===== config.mk =====
export PLATFORM = sky130hd
export DESIGN_NAME = mul_nxn_seq
export DESIGN_NICKNAME = d
export VERILOG_FILES = /design/src/rtl/mul_nxn_seq.sv
export SDC_FILE = /design/constraint.sdc
export NUM_CORES = 1
export LEC_CHECK = 0
export ABC_AREA = 1
export CAP_MARGIN = 10
export CELL_PAD_IN_SITES_DETAIL_PLACEMENT = 0
export CELL_PAD_IN_SITES_GLOBAL_PLACEMENT = 1
export CORE_MARGIN = 2
export CORE_UTILIZATION = 38
export CTS_CLUSTER_SIZE = 20
export DETAILED_ROUTE_END_ITERATION = 12
export GPL_ROUTABILITY_DRIVEN = 0
export GPL_TIMING_DRIVEN = 0
export PLACE_DENSITY_LB_ADDON = 0.25
export SETUP_SLACK_MARGIN = 0.02
export SYNTH_ARGS = -nofsm -noshare
export SYNTH_HDL_FRONTEND = slang
export SYNTH_SLANG_ARGS = --single-unit

===== constraint.sdc =====
create_clock -name clk -period 3.7 [get_ports clk]
set_input_delay 0.74 -clock clk [delete_from_list [all_inputs] [get_ports clk]]
set_output_delay 0.74 -clock clk [all_outputs]
set_load 0.01 [all_outputs]

===== src/rtl/mul_nxn_seq.sv =====
// mul_nxn_seq -- sequential N x N multiplier, radix-4 (one 2-bit multiplier
// digit per clock), signed or unsigned per operation.
//
// The operands are converted to sign + magnitude when they are accepted.
// The magnitudes are multiplied digit by digit into a 2N-bit accumulator.
// The sign is applied on the last digit edge, when c is registered.
//
// Ports
//   clk        rising-edge clock
//   rst_n      asynchronous active-low reset
//   in_valid   a/b/sgn valid            in_ready   accepting (IDLE only)
//   a, b       N-bit operands           sgn        1 = two's complement
//   out_valid  c holds a product        out_ready  consumer takes c
//   c          2N-bit registered product
//   busy       operation in flight (BUSY or DONE)
module mul_nxn_seq #(
   parameter int N = 8
) (
   input  logic           clk,
   input  logic           rst_n,
   input  logic           in_valid,
   output logic           in_ready,
   input  logic [N-1:0]   a,
   input  logic [N-1:0]   b,
   input  logic           sgn,
   output logic           out_valid,
   input  logic           out_ready,
   output logic [2*N-1:0] c,
   output logic           busy
);

   localparam int W  = 2 * N;
   localparam int D  = N / 2;                    // number of radix-4 digits
   localparam int CW = (D > 1) ? $clog2(D) : 1;
   localparam logic [CW-1:0] LAST = CW'(D - 1);

   generate
      if (N < 4 || (N % 2) != 0) begin : g_bad_n
         $error("mul_nxn_seq: N must be even and >= 4");
      end
   endgenerate

   typedef enum logic [1:0] {S_IDLE, S_BUSY, S_DONE} state_t;

   state_t          state_q, state_d;
   logic [N-1:0]    mag_a_q, mag_a_d;
   logic [N-1:0]    mag_b_q, mag_b_d;
   logic            neg_q, neg_d;
   logic [W-1:0]    acc_q, acc_d;
   logic [CW-1:0]   cnt_q, cnt_d;
   logic [W-1:0]    c_q, c_d;
   logic            out_valid_q, out_valid_d;

   logic [N-1:0]    mag_a_in, mag_b_in;
   logic [1:0]      digit;
   logic [N+1:0]    pp;
   logic [W-1:0]    pp_sh;
   logic [W-1:0]    acc_sum;

   // -------------------------------------------------------------------------
   // FSM: state register
   // -------------------------------------------------------------------------
   // NOTE: sequential state uses non-blocking assignments, so every flop
   // samples its pre-edge value regardless of statement order.
   always_ff @(posedge clk or negedge rst_n) begin
      if (!rst_n) state_q <= S_IDLE;
      else        state_q <= state_d;
   end

   // -------------------------------------------------------------------------
   // FSM: next-state logic
   // -------------------------------------------------------------------------
   // NOTE: every combinational output gets a default first, so no path
   // leaves it unassigned and no latch is inferred.
   always_comb begin
      state_d = state_q;
      unique case (state_q)
         S_IDLE: if (in_valid)          state_d = S_BUSY;
         S_BUSY: if (cnt_q == LAST)     state_d = S_DONE;
         S_DONE: if (out_ready)         state_d = S_IDLE;
         default:                       state_d = S_IDLE;
      endcase
   end

   // -------------------------------------------------------------------------
   // FSM: outputs (Moore)
   // -------------------------------------------------------------------------
   always_comb begin
      in_ready = (state_q == S_IDLE);
      busy     = (state_q != S_IDLE);
   end

   // -------------------------------------------------------------------------
   // Datapath
   // -------------------------------------------------------------------------
   // The negation of -2^(N-1) wraps back to 2^(N-1). That value is still
   // correct when read as an N-bit unsigned magnitude.
   assign mag_a_in = (sgn && a[N-1]) ? (~a + N'(1)) : a;
   assign mag_b_in = (sgn && b[N-1]) ? (~b + N'(1)) : b;

   // Current multiplier digit times the multiplicand, weighted by 4^k.
   assign digit   = mag_b_q[2*cnt_q +: 2];
   assign pp      = {2'b00, mag_a_q} * {{N{1'b0}}, digit};
   assign pp_sh   = {{(N-2){1'b0}}, pp} << (2 * cnt_q);
   assign acc_sum = acc_q + pp_sh;

   always_comb begin
      mag_a_d     = mag_a_q;
      mag_b_d     = mag_b_q;
      neg_d       = neg_q;
      acc_d       = acc_q;
      cnt_d       = cnt_q;
      c_d         = c_q;
      out_valid_d = out_valid_q;

      unique case (state_q)
         S_IDLE: begin
            if (in_valid) begin
               mag_a_d = mag_a_in;
               mag_b_d = mag_b_in;
               neg_d   = sgn & (a[N-1] ^ b[N-1]);
               acc_d   = '0;
               cnt_d   = '0;
            end
         end
         S_BUSY: begin
            acc_d = acc_sum;
            cnt_d = cnt_q + CW'(1);
            if (cnt_q == LAST) begin
               c_d         = neg_q ? (~acc_sum + W'(1)) : acc_sum;
               out_valid_d = 1'b1;
            end
         end
         S_DONE: begin
            // c is left untouched so it keeps the last product after the
            // handshake.
            if (out_ready) out_valid_d = 1'b0;
         end
         default: ;
      endcase
   end

   // NOTE: every register, including the operand latches, is cleared on
   // reset. An aborted operation therefore leaves no residue behind.
   always_ff @(posedge clk or negedge rst_n) begin
      if (!rst_n) begin
         mag_a_q     <= '0;
         mag_b_q     <= '0;
         neg_q       <= 1'b0;
         acc_q       <= '0;
         cnt_q       <= '0;
         c_q         <= '0;
         out_valid_q <= 1'b0;
      end else begin
         mag_a_q     <= mag_a_d;
         mag_b_q     <= mag_b_d;
         neg_q       <= neg_d;
         acc_q       <= acc_d;
         cnt_q       <= cnt_d;
         c_q         <= c_d;
         out_valid_q <= out_valid_d;
      end
   end

   assign c         = c_q;
   assign out_valid = out_valid_q;

endmodule


==> results_dict.tcl, run 1 <==
set metrics [dict create \
    cts_hold_buffers 0 \
    critPathRequiredTime_ns 3.91 \
    worst_path_most_repeated_cell "nand2_1" \
    grt.overflow.total 0 \
    fp.dieW_um 113 \
    drive_gt1_share_pct 32.1 \
    critPathBufInv 6 \
    synth_warnings 0 \
    vias 4706 \
    yosysTopAreaCellShare_pct 30.0 \
    post-synth-top-count-cell "nand2_1" \
    grt_pass1_vias 4558 \
    clk_latency_ns 0.31 \
    hold_violations 0 \
    synth_compound_area_share_pct 10.0 \
    cts_tree "yes" \
    fin_crit_sh_pct 109 \
    multi_input_area_mm2 0.00351 \
    final_core_util_pct 55.9 \
    io_pins 40 \
    cp_max_fo 7 \
    grt_antenna_before_repair 0 \
    violations "design-rule violations, negative setup slack" \
    cts_buffer_depth 2 \
    async_reset_ff_share_pct 100 \
    yosysTopAreaCell "dfrtp_1" \
    endpoint_kind "flop" \
    track_usage_pct 20.8 \
    area_growth_pct 42.7 \
    h-tree-depth 2 \
    slowest_delay_ns 0.39 \
    synth_top_family_by_area "simple AND/OR/NAND/NOR gates" \
    crit_family "simple AND/OR/NAND/NOR gates" \
    met1_usage_pct 27.1 \
    finalSetupViolations 12 \
    coreArea_mm2 0.0115 \
    seqCellArea_mm2 0.00135 \
    ys.flop_type "dfrtp_1" \
    final_max_slew_viol_count 0 \
    cp_slowest_cell "dfrtp_1" \
    antenna_left 0 \
    worst_pin_slew_ns 0.595 \
    fin_crit_ns 4.02 \
    critical_path_arrival_ns 4.23 \
    fin_skew_ns 0.0114 \
    die_y_um 113 \
    synth_edf_count 0 \
    stdcell_area_mm2 0.00644 \
    drc 2 \
    holdWs_ns 0.389 \
    synthMuxAreaShare_pct 0 \
    met2_usage_pct 36.3 \
    synthAdderAreaFrac_pct 8.10 \
    rows 39 \
    synthXorXnorAreaFrac_pct 4.46 \
    synth_area_per_cell_um2 6.51 \
    start_util_pct 39.2 \
    port_buffers 39 \
    criticalPathCategory "reg2reg" \
    drt_iter0_drc 223 \
    worst_slack_ns -0.318 \
    clock.fmax_ghz 0.249 \
    met3_usage_pct 2.30 \
    fin_nets 837 \
    grt_pass1_wl_mm 21.6 \
    antenna_cells 0 \
    seq_area_frac_synth_pct 30.0 \
    wl_per_cell_um 14.0 \
    synth-seq-cells 54 \
    syn_inst 693 \
    viasPerCell 5.05 \
    fill_cells 1138 \
    yosys-top-cells-count "nand2_1 (235), inv_1 (85), nor2_1 (57)" \
    outcome "finished with violations" \
    syn_nets 742 \
    rsz0062_at_grt "yes" \
    post_synth_num_cell_types 40 \
    synth-simple-area-share_pct 38.0 \
    stdcell_count 932 \
    synth.area.top_cells "dfrtp_1 (30%), nand2_1 (20%), ha_1 (7.2%)" \
    slew_headroom_pct 60.4 \
    hp-class "in2async" \
    clk_transition_reported_paths_ns 0.08 \
    dieArea_mm2 0.0128 \
    syn_area_mm2 0.00451 \
    grt-busiest-layer "met2" \
    cts_buffers 5 \
    place_area_mm2 0.00512 \
    dp.cells 876 \
    startpoint_type "flop" \
    maxCapViolCount 0 \
    dp_hpwl_mm 9.69 \
    cts.sinks 54 \
    firstDrtPassIters 8 \
    cts_root_buf "clkbuf_16" \
    drt_wl_total_mm 13.0 \
    grt_max_degree 37 \
]
## cell families (layout without fill, tap and decap cells)
family,Yosys count,after routing
simple gates,396,396
buf+inv,107,203
compound gates,85,85
flops,54,54
fa+ha+maj,28,28
xor+xnor,23,23
## worst paths after layout
check	start	endpoint	slack (ns)	depth (start not counted)
max in group asynchronous	rst_n	mag_a_q[4]$_DFFE_PN0P_	2.73	2
max reg2reg	cnt_q[0]$_DFFE_PN0P_	c[15]$_DFFE_PN0P_	-0.32	29
min	rst_n	c[0]$_DFFE_PN0P_	0.39	1
min in group clk	c[11]$_DFFE_PN0P_	c[11]$_DFFE_PN0P_	0.48	2
min reg2reg	c[11]$_DFFE_PN0P_	c[11]$_DFFE_PN0P_	0.48	2
max	cnt_q[0]$_DFFE_PN0P_	c[15]$_DFFE_PN0P_	-0.32	29
## final cells by class
class                      count  area share, %
clock inverter                 3          0.680
sequential                    54           21.0
clock buffer                   5           1.94
buffer                        14           1.28
inverter                      93           5.65
multi-input combinational    532           54.5
timing repair buffer          88           12.1
tap                          143           2.78
## worst reg2reg max path, delay by kind of cell (launching register included)
kind | cells | cell delay (ns)
xor+xnor | 1 | 0.18
simple gates | 15 | 1.28
fa+ha+maj | 3 | 0.92
flops | 1 | 0.39
buf+inv | 6 | 0.52
compound gates | 4 | 0.64
## state kept, by name (all words and copies together), names as in the netlist
register and cells:
mag_b_q 8, acc_q 16, mag_a_q 8, neg_q 1
out_valid 1, c 16, cnt_q 2, state_q 2
## cells in the final DEF, fill, tap and decap left out, types with 5 or more instances in the layout
cell type and instances:
xnor2_1 7, nor2_2 20, inv_1 73, nand2_1 182, inv_2 14, xor2_1 14, nor2_1 31, o21ai_0 38
buf_6 6, clkdlybuf4s50_1 38, clkbuf_1 8, a21oi_1 8, o21ai_1 11, dfrtp_1 54, o21ai_2 7, nand4_1 8
nand3_1 33, nor2_4 15, a21oi_2 6, ha_4 15, nand2_4 16, nand2_2 57, buf_4 45, ha_1 10
nand3_2 21, clkbuf_16 5
## metrics by stage
stage	setup slack (ns)	TNS [ns]
floorplan	0.0168	0
global placement	-0.658	-6.30
detailed placement	-0.659	-6.48
CTS	-0.327	-2.52
global route	-0.593	-6.99
finish	-0.318	-2.27
## per-layer routing
layer / share of wire, % / vias to the layer above
met1: 45 / 2214
li1: - / 2393
met5: 0 / -
met4: 1.7 / 0
met3: 3.1 / 15
met2: 50 / 84
## what timing repair did
action                                 4_1_cts  5_1_grt
setup endpoints to repair                   21       23
endpoints found under the hold margin        0        0
resized for setup                           99      110
pin swaps                                   61       73
setup buffers                               37       11
Power of run 1 is not shown: default switching activity piles up to over one toggle a cycle in this logic, so the estimate is an artifact.
==> run 2, diff against run 1 <==
--- a/config.mk
+++ b/config.mk
@@ -9,7 +9,7 @@
 export CAP_MARGIN = 10
 export CELL_PAD_IN_SITES_DETAIL_PLACEMENT = 0
-export CELL_PAD_IN_SITES_GLOBAL_PLACEMENT = 1
+export CELL_PAD_IN_SITES_GLOBAL_PLACEMENT = 2
 export CORE_MARGIN = 2
-export CORE_UTILIZATION = 38
+export CORE_UTILIZATION = 29
 export CTS_CLUSTER_SIZE = 20
 export DETAILED_ROUTE_END_ITERATION = 12
==> constraint.sdc (replaced) <==
create_clock -name clk -period 3.7 [get_ports clk]
set_input_delay 0.74 -clock clk [delete_from_list [all_inputs] [get_ports clk]]
set_output_delay 0.74 -clock clk [all_outputs]
set_load 0.05 [all_outputs]
==> run 2 against run 1 <==
Critical path depth is 3 higher. Setup slack got worse by 0.053 ns. Global-route usage is 3.5 points lower. The run ends with negative setup slack left. Worst hold slack gained 0.028 ns. Non-clock buffer count grew 9. Sequential cell count unchanged. Routed wire length is 6.2% higher.
==> results_dict.tcl, run 2 (synthesis results as in run 1) <==
set metrics [dict create \
    clock.fmax_ghz 0.246 \
    fill_cells 1623 \
    fin_crit_ns 4.07 \
    cp_max_fo 7 \
    violations "negative setup slack" \
    slew_headroom_pct 48.6 \
    drt_iter0_drc 146 \
    grt_max_degree 33 \
    slowest_delay_ns 0.39 \
    viasPerCell 4.72 \
    holdWs_ns 0.417 \
    endpoint_kind "flop" \
    final_max_slew_viol_count 0 \
    cts_buffer_depth 2 \
    fin_crit_sh_pct 110 \
    antenna_left 0 \
    port_buffers 39 \
    fin_nets 846 \
    antenna_cells 0 \
    startpoint_type "flop" \
    worst_path_most_repeated_cell "nand2_1" \
    clk_latency_ns 0.31 \
    track_usage_pct 17.3 \
    stdcell_area_mm2 0.00650 \
    die_y_um 129 \
    finalSetupViolations 15 \
    cts_buffers 5 \
    cts_root_buf "clkbuf_16" \
    area_growth_pct 44.1 \
    grt_pass1_wl_mm 22.4 \
    rows 45 \
    rr_worst_depth 32 \
    cts_hold_buffers 0 \
    drive_gt1_share_pct 30.8 \
    drt_wl_total_mm 13.8 \
    worstSetupPathDepth 32 \
    fin_skew_ns 0.0165 \
    maxCapViolCount 0 \
    criticalPathCategory "reg2reg" \
    drc 0 \
    dp_hpwl_mm 10.7 \
    wl_per_cell_um 14.0 \
    h-tree-depth 2 \
    final_common_cell "nand2_1" \
    clk_transition_reported_paths_ns 0.08 \
    hold_violations 0 \
    grt_antenna_before_repair 0 \
    outcome "finished with violations" \
    r2r_slack_ns -0.37 \
    grt.overflow.total 0 \
    critPathBufInv 6 \
    hp-class "in2async" \
    grt_pass1_vias 4506 \
    place_area_mm2 0.00518 \
    coreArea_mm2 0.0152 \
    dieArea_mm2 0.0166 \
    cp_slowest_cell "dfrtp_1" \
    fp.dieW_um 129 \
    dp.cells 921 \
    critical_path_arrival_ns 4.27 \
    firstDrtPassIters 4 \
    vias 4651 \
    cts.sinks 54 \
    crit_family "simple AND/OR/NAND/NOR gates" \
    layout_common_cells "nand2_1 (186), inv_1 (70), dfrtp_1 (53), nand2_2 (49), buf_4 (47)" \
    stdcell_count 986 \
    cts_tree "yes" \
    io_pins 40 \
    worst_slack_ns -0.371 \
    worst_pin_slew_ns 0.768 \
    start_util_pct 29.7 \
    finalSetupTns_ns -3.14 \
    critPathRequiredTime_ns 3.90 \
    rsz0062_at_grt "yes" \
]
==> run 2: cell types whose count changed in the layout (fill, tap and decap cells not counted), sizes merged <==
cell and delta:
buf +10, clkinv -1
==> run 2: cell type report <==
| cell class | instances | area, µm² | area share, % |
|---|---|---|---|
| flip-flops and latches | 54 | 1350 | 20.8 |
| inverters | 93 | 369 | 5.68 |
| clock buffers | 6 | 139 | 2.14 |
| multi-input cells | 532 | 3410 | 52.5 |
| clock inverters | 2 | 38.8 | 0.596 |
| well taps | 188 | 235 | 3.62 |
| repair buffers | 98 | 886 | 13.6 |
| plain buffers | 13 | 68.8 | 1.06 |
==> run 2: per-stage QoR <==
| step | setup slack (ns) | utilization (%) |
|---|---|---|
| 6_report | -0.371 | 42.8 |
| 5_1_grt | -0.680 | 42.8 |
| 2_1_floorplan | 0.0165 | - |
| 3_5_place_dp | -0.824 | 34.1 |
| 3_3_place_gp | -0.764 | 34.0 |
| 4_1_cts | -0.408 | 39.6 |
==> run 2: path summary, 6_finish.rpt <==
kind,to,start
worst max-delay path,c[15]$_DFFE_PN0P_,cnt_q[0]$_DFFE_PN0P_
worst min-delay path,acc_q[0]$_DFFE_PN0P_,rst_n
worst max register to register,c[15]$_DFFE_PN0P_,cnt_q[0]$_DFFE_PN0P_
worst min register to register,c[13]$_DFFE_PN0P_,c[13]$_DFFE_PN0P_
max in group asynchronous,cnt_q[1]$_DFFE_PN0P_,rst_n
min in group clk,c[13]$_DFFE_PN0P_,c[13]$_DFFE_PN0P_
==> run 2: what timing repair did <==
item / in CTS / in global routing
endpoints found under the hold margin: 0 / 0
gates resized for setup: 103 / 98
pin swaps: 71 / 77
buffers inserted: 39 / 19
endpoints found under the setup margin: 23 / 23
==> run 2: layer usage <==
| layer | routed length [µm] | GRT usage (%) | share of wire [%] | vias up |
|---|---|---|---|---|
| met3 | 345 | 2.74 | 2.5 | 20 |
| met1 | 5980 | 20.4 | 43 | 2154 |
| met2 | 7080 | 32.1 | 51 | 68 |
| li1 | - | - | - | 2409 |
| met5 | 0 | 0 | 0 | - |
| met4 | 431 | 5.18 | 3.1 | 0 |
Power of run 2 is left out for the same reason.
